$ cat config.mk
export PLATFORM = sky130hd
export DESIGN_NAME = alu_share_arbiter
export DESIGN_NICKNAME = d
export VERILOG_FILES = /design/src/rtl/alu_share_arbiter.sv
export SDC_FILE = /design/constraint.sdc
export NUM_CORES = 1
export LEC_CHECK = 0
export CAP_MARGIN = 20
export CORE_UTILIZATION = 39
export CTS_CLUSTER_DIAMETER = 80
export DETAILED_ROUTE_END_ITERATION = 10
export PLACE_DENSITY_LB_ADDON = 0.3
export SLEW_MARGIN = 40
export SYNTH_ARGS = -nofsm -noshare
export SYNTH_HDL_FRONTEND = slang
export SYNTH_SLANG_ARGS = --single-unit
$ cat constraint.sdc
create_clock -name clk -period 1.4 [get_ports clk]
set_input_delay 0.28 -clock clk [delete_from_list [all_inputs] [get_ports clk]]
set_output_delay 0.28 -clock clk [all_outputs]
set_load 0.02 [all_outputs]
$ cat src/rtl/alu_share_arbiter.sv
// Round-robin arbiter/sequencer sharing one W-bit add/sub unit between two requesters.
// Optional op counter output enabled by defining ALU_SHARE_ARBITER_OPCNT_EN.
module alu_share_arbiter #(
    parameter int W = 4
) (
    input  logic         clk,
    input  logic         rst,
    input  logic         req0,
    input  logic         op0,
    input  logic [W-1:0] a0,
    input  logic [W-1:0] b0,
    input  logic         req1,
    input  logic         op1,
    input  logic [W-1:0] a1,
    input  logic [W-1:0] b1,
    output logic         done0,
    output logic         done1,
    output logic [W-1:0] result,
    output logic         busy,
    output logic         alu_enable,
    output logic         alu_select,
    output logic [W-1:0] alu_a,
    output logic [W-1:0] alu_b,
`ifdef ALU_SHARE_ARBITER_OPCNT_EN
    output logic [7:0]   op_count,
`endif
    input  logic [W-1:0] alu_result
);

    typedef enum logic [1:0] {
        IDLE = 2'd0,
        EXEC = 2'd1,
        DONE = 2'd2
    } state_t;

    state_t         state_q, state_d;
    logic           last_served_q, last_served_d;
    logic           winner_q, winner_d;
    logic           done0_q, done0_d;
    logic           done1_q, done1_d;
    logic           busy_q, busy_d;
    logic           enable_q, enable_d;
    logic           select_q, select_d;
    logic [W-1:0]   a_q, a_d;
    logic [W-1:0]   b_q, b_d;
    logic [W-1:0]   result_q, result_d;
    logic [7:0]     op_count_q, op_count_d;

    // Next-state and next-output computation for the grant/execute/complete sequence
    always_comb begin
        state_d       = state_q;
        last_served_d = last_served_q;
        winner_d      = winner_q;
        done0_d       = 1'b0;
        done1_d       = 1'b0;
        busy_d        = busy_q;
        enable_d      = enable_q;
        select_d      = select_q;
        a_d           = a_q;
        b_d           = b_q;
        result_d      = result_q;
        op_count_d    = op_count_q;
        case (state_q)
            IDLE: begin
                // Requester 0 wins when alone, or on a tie if requester 1 went last
                if (req0 && (!req1 || last_served_q)) begin
                    winner_d = 1'b0;
                    select_d = op0;
                    a_d      = a0;
                    b_d      = b0;
                    enable_d = 1'b1;
                    busy_d   = 1'b1;
                    state_d  = EXEC;
                end else if (req1) begin
                    winner_d = 1'b1;
                    select_d = op1;
                    a_d      = a1;
                    b_d      = b1;
                    enable_d = 1'b1;
                    busy_d   = 1'b1;
                    state_d  = EXEC;
                end else begin
                    enable_d = 1'b0;
                    busy_d   = 1'b0;
                end
            end
            EXEC: begin
                result_d = alu_result;
                enable_d = 1'b0;
                done0_d  = ~winner_q;
                done1_d  = winner_q;
                state_d  = DONE;
            end
            DONE: begin
                last_served_d = winner_q;
                busy_d        = 1'b0;
                op_count_d    = op_count_q + 8'd1;
                state_d       = IDLE;
            end
            default: begin
                enable_d = 1'b0;
                busy_d   = 1'b0;
                state_d  = IDLE;
            end
        endcase
    end

    // State and registered-output flops with asynchronous reset
    always_ff @(posedge clk or posedge rst) begin
        if (rst) begin
            state_q       <= IDLE;
            last_served_q <= 1'b1;
            winner_q      <= 1'b0;
            done0_q       <= 1'b0;
            done1_q       <= 1'b0;
            busy_q        <= 1'b0;
            enable_q      <= 1'b0;
            select_q      <= 1'b0;
            a_q           <= {W{1'b0}};
            b_q           <= {W{1'b0}};
            result_q      <= {W{1'b0}};
            op_count_q    <= 8'd0;
        end else begin
            state_q       <= state_d;
            last_served_q <= last_served_d;
            winner_q      <= winner_d;
            done0_q       <= done0_d;
            done1_q       <= done1_d;
            busy_q        <= busy_d;
            enable_q      <= enable_d;
            select_q      <= select_d;
            a_q           <= a_d;
            b_q           <= b_d;
            result_q      <= result_d;
            op_count_q    <= op_count_d;
        end
    end

    assign done0      = done0_q;
    assign done1      = done1_q;
    assign result     = result_q;
    assign busy       = busy_q;
    assign alu_enable = enable_q;
    assign alu_select = select_q;
    assign alu_a      = a_q;
    assign alu_b      = b_q;

`ifdef ALU_SHARE_ARBITER_OPCNT_EN
    assign op_count = op_count_q;
`else
    logic unused_op_count_s;
    assign unused_op_count_s = ^op_count_q;
`endif

endmodule

# After elaboration in Yosys (flattened, before gate mapping)
# Cells that the tools add are included.
[word_totals]
regBits = 21
output_inout_bits = 17
wordCells = 38
[classes]
eq_ne = 3
n_mux = 17
bitwise = 1
reduce_logical = 6
[op_table]
columns = ["op", "count"]
rows = [
  ["$mux 4", 4],
  ["$mux 1", 8],
  ["$mux 2", 2],
  ["$pmux 1 s2", 2],
  ["$pmux 2 s2", 1],
  ["$ne 3x3->1 const B", 1],
  ["$eq 2x1->1 const B", 1],
  ["$eq 2x2->1 const B", 1],
  ["$logic_not 2->1", 1],
  ["$reduce_and 2->1", 1],
  ["$reduce_bool 2->1", 1],
  ["$logic_and 1x1->1", 1],
  ["$logic_not 1->1", 1],
  ["$logic_or 1x1->1", 1],
  ["$not 1->1", 1],
]

# Depth between registers and ports, before layout
# Gate-level depths: netlist (run 1).
[logic_depth]
ltp_word = 5
ltp_mapped = 4
mapped_depth_nobuf = 4

# Least setup slack after synthesis (run 1)
# No wires, ideal clock.
[synth_path]
kind = "register to register"
startpoint = "register last_served_q"
endpoint = "register a_q[0] (netlist: alu_a[0])"
setup_time_ns = 0.082
t_arrival_ns = 1.012
required_time_ns = 1.318
setup_slack_ns = 0.306
stages_incl_launch_ff = 5
path_buffers = 1
period_less_slack_ns = 1.094
cell_sequence = "dfstp_2 -> nand2b_1 -> clkbuf_2 -> nand3_1 -> a31oi_1"
[synth_between]
elab_chain_len = 4
elab_cells_between_ends = 5
classes_between = "1 x mux; 4 x reduce/logical"
[synth_lines]
columns = ["element", "line_no", "rtl"]
rows = [
  ["from (decl)", "37", "logic last_served_q, last_served_d;"],
  ["from (signal assigned)", "125", "last_served_q <= last_served_d;"],
  ["$logic_or 1x1->1 *", "66", "if (req0 && (!req1 || last_served_q)) begin"],
  ["$logic_and 1x1->1 *", "66", ""],
  ["$reduce_bool 2->1 (no line)", "--", ""],
  ["$reduce_and 2->1 (no line)", "--", ""],
  ["to (signal assigned)", "119", "a_q <= {W{1'b0}};"],
  ["to (decl)", "44", "logic [W-1:0] a_q, a_d;"],
]
# Mark *: on every way between the ends. The rest lies on a longest branch, timed or not.
# A chain may end at the register's enable or synchronous reset.

# Worst setup path in the final report (run 1)
[layout_path]
startpoint = "register b_q[1] (netlist: alu_b[1])"
endpoint = "output alu_b[1]"
[layout_lines]
columns = ["element", "line_no", "rtl"]
rows = [
  ["from (decl)", "45", "logic [W-1:0] b_q, b_d;"],
  ["from (signal assigned)", "120", "b_q <= {W{1'b0}};"],
  ["to (decl)", "23", "output logic [W-1:0] alu_b,"],
]
# No word-level cell between the ends.

==> results of run 1 <==
==> worst max path at each step <==
stage / endpoint / slack, ns / start / cells after the start
after floorplan: alu_a[0]$_DFFE_PP0P_ / 0.31 / last_served_q$_DFFE_PP1N_ / 4
after global placement: alu_enable$_DFFE_PP0P_ / -0.04 / req0 / 4
after detailed placement: alu_enable$_DFFE_PP0P_ / -0.08 / req1 / 4
after CTS: alu_b[1] / 0.08 / alu_b[1]$_DFFE_PP0P_ / 1
after global routing: alu_a[1]$_DFFE_PP0P_ / 0.05 / last_served_q$_DFFE_PP1N_ / 3
final: alu_b[1] / 0.1 / alu_b[1]$_DFFE_PP0P_ / 1
==> registers in the layout, summed over array words and instances, names as in the netlist <==
signal,flops
alu_a,4
alu_b,4
result,4
state_q,2
alu_enable,1
alu_select,1
busy,1
done0,1
done1,1
last_served_q,1
winner_q,1
==> report_power, final <==
group,internal (mW),switching (mW),total [mW]
Clock,0.111,0.170,0.281
Sequential,0.916,0.155,1.07
Combinational,0.576,0.796,1.37
Total,1.60,1.12,2.72
==> cells in the mapped netlist, types with 2 or more instances <==
| master | n |
|---|---|
| nand2b_1 | 3 |
| inv_1 | 4 |
| buf_2 | 2 |
| o21ai_0 | 9 |
| dfrtp_1 | 20 |
| a21oi_1 | 10 |
| nor2_1 | 2 |
| nand3_1 | 9 |
| a31oi_1 | 10 |
| nand2_1 | 12 |
==> final cells by class <==
type                    count  area [um^2]  share of cell area, %
flip-flops and latches     21        526.8                  38.10
repair buffers             49        451.7                  32.67
multi-input cells          62        327.8                  23.71
well taps                  28        35.03                  2.534
clock buffers               4        26.28                  1.900
inverters                   4        15.01                  1.086
==> cells in the final DEF, fill, tap and decap left out, types with 2 or more instances in the layout <==
cell,instances
dfrtp_1,20
clkbuf_4,3
nor2_1,2
clkdlybuf4s50_1,25
inv_1,4
buf_4,7
nand2b_1,3
nand2_1,12
o21ai_0,9
a31oi_1,10
nand3_1,9
a21oi_1,10
dlygate4sd2_1,17
==> kinds of logic after synthesis <==
group,count (synthesis),share of synthesized area [%]
DFF,21,58.55
buffers and inverters,9,5.005
AOI/OAI and AO/OA,31,19.19
and+or+nand+nor,30,16.00
muxes,1,1.252
==> metal layers <==
metal	global-route usage [%]	vias to the layer above	wire length [um]
met5	0	-	0
met4	4.286	0	6
met3	3.395	2	142
met2	32.44	39	1033
met1	22.62	406	882
li1	-	416	-
==> timing repair <==
| item | in CTS | in global routing |
|---|---|---|
| buffers inserted | 0 | 0 |
| setup endpoints to repair | 17 | 0 |
| hold buffers | 0 | 0 |
| gates resized for setup | 17 | 0 |
==> run_results.csv, run 1 <==
group,metric,value,unit
status,run_status,"completed",
timing,tightest_slew,0.3818,ns
worst_setup_path,path_cells,"dlygate4sd2_1",
timing,rsz0062_at_grt,"no",
place,post-place-ws,-0.07885,ns
synth,syn_avg_cell_area,9.778,um^2
synth,synth.top_cell.area_share,55.63,%
clock_tree,cts.sinks,21,
power,ir_worst_vdd,0.001116,V
routing,num_vias,863,
clock_tree,cts.path.max_buffers,2,
timing,fmax,768.4,MHz
worst_setup_path,r2r_start,"last_served_q$_DFFE_PP1N_",
routing,drt_iter0_markers,17,
timing,fin_ws,0.09860,ns
worst_setup_path,cpMaxStageDelayCell,"dfrtp_1",
die,initial_core_util,41.06,%
die,dieWidth,50.03,um
worst_setup_path,critPathLaunchType,"flop",
layout,fin_area,1383,um^2
timing,slew_headroom,74.54,%
place,dp_hpwl,1.586,mm
worst_setup_path,regToRegSetupSlack,0.11,ns
clock_tree,clkSlewWorstSetupHoldPaths,0.11,ns
global_route,antenna_found_initial,0,
worst_setup_path,path_max_fanout,2,
timing,min_period,1.301,ns
clock_tree,clock_latency,0.29,ns
synth,synthCells,92,
place,numPortBuffers,42,
worst_setup_path,path_buf_inv,1,
worst_setup_path,path_delay_family,"flip-flops",
routing,wl_per_cell,12.29,um
timing,hold_ws,0.3016,ns
synth,ys.warnings.count,0,
routing,wl,2.064,mm
worst_setup_path,r2r-end,"alu_a[2]$_DFFE_PP0P_",
timing,drv_slew,0,
timing,tns,0,ns
synth,synth_nets,118,
synth,synth-main-ff-cell,"dfrtp_1",
layout,fillers,196,
timing,setup_violations,0,
power,power.total,2.724,mW
routing,vias_per_cell,5.137,
run,maxCapViolations,0,
routing,ant_nets,0,
worst_setup_path,worstSetupPathType,"flop to primary output",
global_route,grt_usage,18.30,%
timing,hold_viol,0,
synth,syn-cell-area,899.6,um^2
clock_tree,cts_buffers,3,
clock_tree,htree_levels,1,
synth,synthArstFlopShare,100.0,%
worst_setup_path,cpPeakStageDelay,0.41,ns
place,dp_cells,164,
power,leakage,0.6317,nW
worst_setup_path,reg2reg_depth,3,
clock_tree,cts_root_buffer,"clkbuf_4",
global_route,grt_max_degree,22,
synth,ys_top_cells_by_area,"dfrtp_1 (56%), a31oi_1 (7.0%), a21oi_1 (5.6%), nand3_1 (5.0%), o21ai_0 (5.0%)",
synth,seq_area_frac_synth,58.55,%
die,core,2191,um^2
place,placedInstanceArea,1378,um^2
layout,area_growth,53.69,%
layout,stdcell_count,168,
hold_path,min_path_type,"input port to asynchronous set/reset pin",
timing,finClkSkew,0.001089,ns
layout,diodes,0,
worst_setup_path,arrival,1.02,ns
clock_tree,cts_tree,"done",
routing,drc_errors,0,
place,gp_congestion,0.7714,
worst_setup_path,end_kind,"primary output",
die,die_height,50.03,um
global_route,grt_pass1_vias,814,
synth,synth_top_area_cell,"dfrtp_1",
worst_setup_path,cp.required,1.12,ns
die,core.rowCount,17,
global_route,overflow,0,
layout,fin_util,63.11,%
die,ios,43,
synth,ys_ff_latch,21,
synth,yosysUniqueCellTypes,21,
power,powerDensity,1970,nW/um^2
die,die_area,2503,um^2
routing,drtPass1Iterations,4,
layout,num-nets-final,167,
layout,drive_gt1_share,9.286,%
timing,timing.final.crit_share,92.96,%
global_route,grt_pass1_wl,3.456,mm
synth,synth_edf_count,0,
No activity file was read; power rests on OpenSTA's default activity.
==> run 2: changes to the inputs <==
CORE_UTILIZATION = 43   (was 39)
DONT_BUFFER_PORTS = 1   (was not set)
==> run_results.csv, run 2 (same netlist as run 1, synthesis figures left out) <==
group,metric,value,unit
clock_tree,cts.path.max_buffers,2,
worst_setup_path,end_kind,"flop",
layout,diodes,0,
place,post-place-ws,0.1393,ns
worst_setup_path,critPathLaunchType,"flop",
global_route,grt_pass1_wl,2.649,mm
global_route,grt_max_degree,13,
timing,fmax,789.4,MHz
layout,num-nets-final,123,
hold_path,hp-start,"req0",
die,die_height,47.74,um
timing,hold_viol,0,
clock_tree,cts_tree,"done",
timing,slew_headroom,75.13,%
die,dieWidth,47.74,um
clock_tree,cts_root_buffer,"clkbuf_4",
worst_setup_path,path_max_fanout,10,
clock_tree,cts-resized-gates,0,
power,leakage,0.4335,nW
die,die_area,2279,um^2
clock_tree,cts_buffers,3,
layout,area_growth,7.928,%
timing,drv_slew,0,
layout,drive_gt1_share,11.46,%
worst_setup_path,cpMaxStageDelayCell,"dfstp_2",
worst_setup_path,r2r-end,"alu_a[2]$_DFFE_PP0P_",
timing,setup_violations,0,
layout,mostFrequentLayoutCells,"dfrtp_1 (20), nand2_1 (12), a21oi_1 (10), a31oi_1 (10)",
clock_tree,cts.sinks,21,
routing,drtPass1Iterations,4,
timing,timing.final.crit_share,90.48,%
hold_path,min_to,"winner_q$_DFFE_PP0P_",
routing,drc_errors,0,
place,numPortBuffers,0,
timing,min_period,1.267,ns
worst_setup_path,cp.required,1.64,ns
clock_tree,clkSlewWorstSetupHoldPaths,0.12,ns
layout,fin_area,970.9,um^2
worst_setup_path,path_cells,"nand2b_1, nand3_1, a31oi_1",
timing,finClkSkew,0.008448,ns
timing,fin_ws,0.1333,ns
clock_tree,post_cts_buffers,0,
clock_tree,htree_levels,1,
die,core.rowCount,16,
timing,tightest_slew,0.3730,ns
place,gp_congestion,0.7115,
routing,drt_iter0_markers,9,
worst_setup_path,arrival,1.50,ns
worst_setup_path,worstSetupPathType,"flop to flop",
worst_setup_path,cpPeakStageDelay,0.55,ns
layout,final_common_cell,"dfrtp_1",
power,powerDensity,2455,nW/um^2
layout,fillers,199,
clock_tree,postCtsHoldBufs,1,
worst_setup_path,path_delay_family,"flip-flops",
global_route,grt_usage,17.48,%
routing,ant_nets,0,
routing,wl,1.836,mm
timing,tns,0,ns
die,initial_core_util,45.85,%
clock_tree,clock_latency,0.31,ns
worst_setup_path,r2r_start,"last_served_q$_DFFE_PP1N_",
worst_setup_path,regToRegSetupSlack,0.13,ns
die,ios,43,
hold_path,min_path_type,"input port to flop",
timing,hold_ws,0.06059,ns
global_route,antenna_found_initial,0,
routing,vias_per_cell,5.431,
global_route,grt_pass1_vias,642,
routing,num_vias,668,
worst_setup_path,reg2reg_depth,3,
routing,wl_per_cell,14.93,um
status,run_status,"completed",
place,dp_hpwl,1.355,mm
hold_path,hold_depth,1,
die,core,1962,um^2
power,power.total,2.384,mW
run,maxCapViolations,0,
global_route,overflow,0,
timing,rsz0062_at_grt,"no",
power,ir_worst_vdd,0.001146,V
place,placedInstanceArea,933.4,um^2
worst_setup_path,path_buf_inv,0,
-- run 2: cell type report --
cell class                 count  area [um^2]  share of cell area, %
sequential                    21        526.8                  54.25
multi-input combinational     62        327.8                  33.76
timing repair buffer           5        40.04                  4.124
tap                           27        33.78                  3.479
clock buffer                   3        22.52                  2.320
inverter                       4        15.01                  1.546
clock inverter                 1        5.005                 0.5155
-- run 2: metrics by stage --
step	util, %	std cells
6_report	49.49	123
5_1_grt	49.49	123
4_1_cts	49.49	123
3_5_place_dp	47.58	118
3_3_place_gp	47.58	118
2_1_floorplan	-	92
-- run 2: worst reg2reg max path: cells and delay by family, from the launching register on --
| family | cells | cell delay [ns] |
|---|---|---|
| AND/OR/NAND/NOR | 2 | 0.46 |
| AO/OA/AOI/OAI | 1 | 0.18 |
| flip-flops | 1 | 0.55 |
-- run 2: per-layer routing --
metal / track usage, % / wire (um) / vias to the layer above
met5: 0 / 0 / -
met4: 10.00 / 13 / 0
met3: 5.283 / 138 / 2
met2: 29.73 / 946 / 29
met1: 19.24 / 738 / 309
li1: - / - / 328
-- run 2: how the worst max path moves through the flow --
stage                                    from                      to  slack, ns  depth (start not counted)
floorplan           last_served_q$_DFFE_PP1N_    alu_a[0]$_DFFE_PP0P_       0.31                          4
CTS                 last_served_q$_DFFE_PP1N_    alu_a[2]$_DFFE_PP0P_       0.11                          3
global route        last_served_q$_DFFE_PP1N_    alu_a[2]$_DFFE_PP0P_       0.06                          3
global placement    last_served_q$_DFFE_PP1N_  alu_select$_DFFE_PP0P_       0.19                          3
detailed placement  last_served_q$_DFFE_PP1N_    alu_a[2]$_DFFE_PP0P_       0.14                          3
finish              last_served_q$_DFFE_PP1N_    alu_a[2]$_DFFE_PP0P_       0.13                          3
-- run 2: report_power, final --
group	internal [mW]	switching [mW]	total [mW]
clock	0.107	0.186	0.293
sequential	0.915	0.488	1.40
combinational	0.295	0.394	0.689
==> run 3: changes to the inputs <==
ABC_AREA = 0   (was not set)
GPL_ROUTABILITY_DRIVEN = 0   (was not set)
SLEW_MARGIN = not set   (was 40)
==> results of run 3 <==
The final DEF is identical to that of run 2; final timing and power are the same.
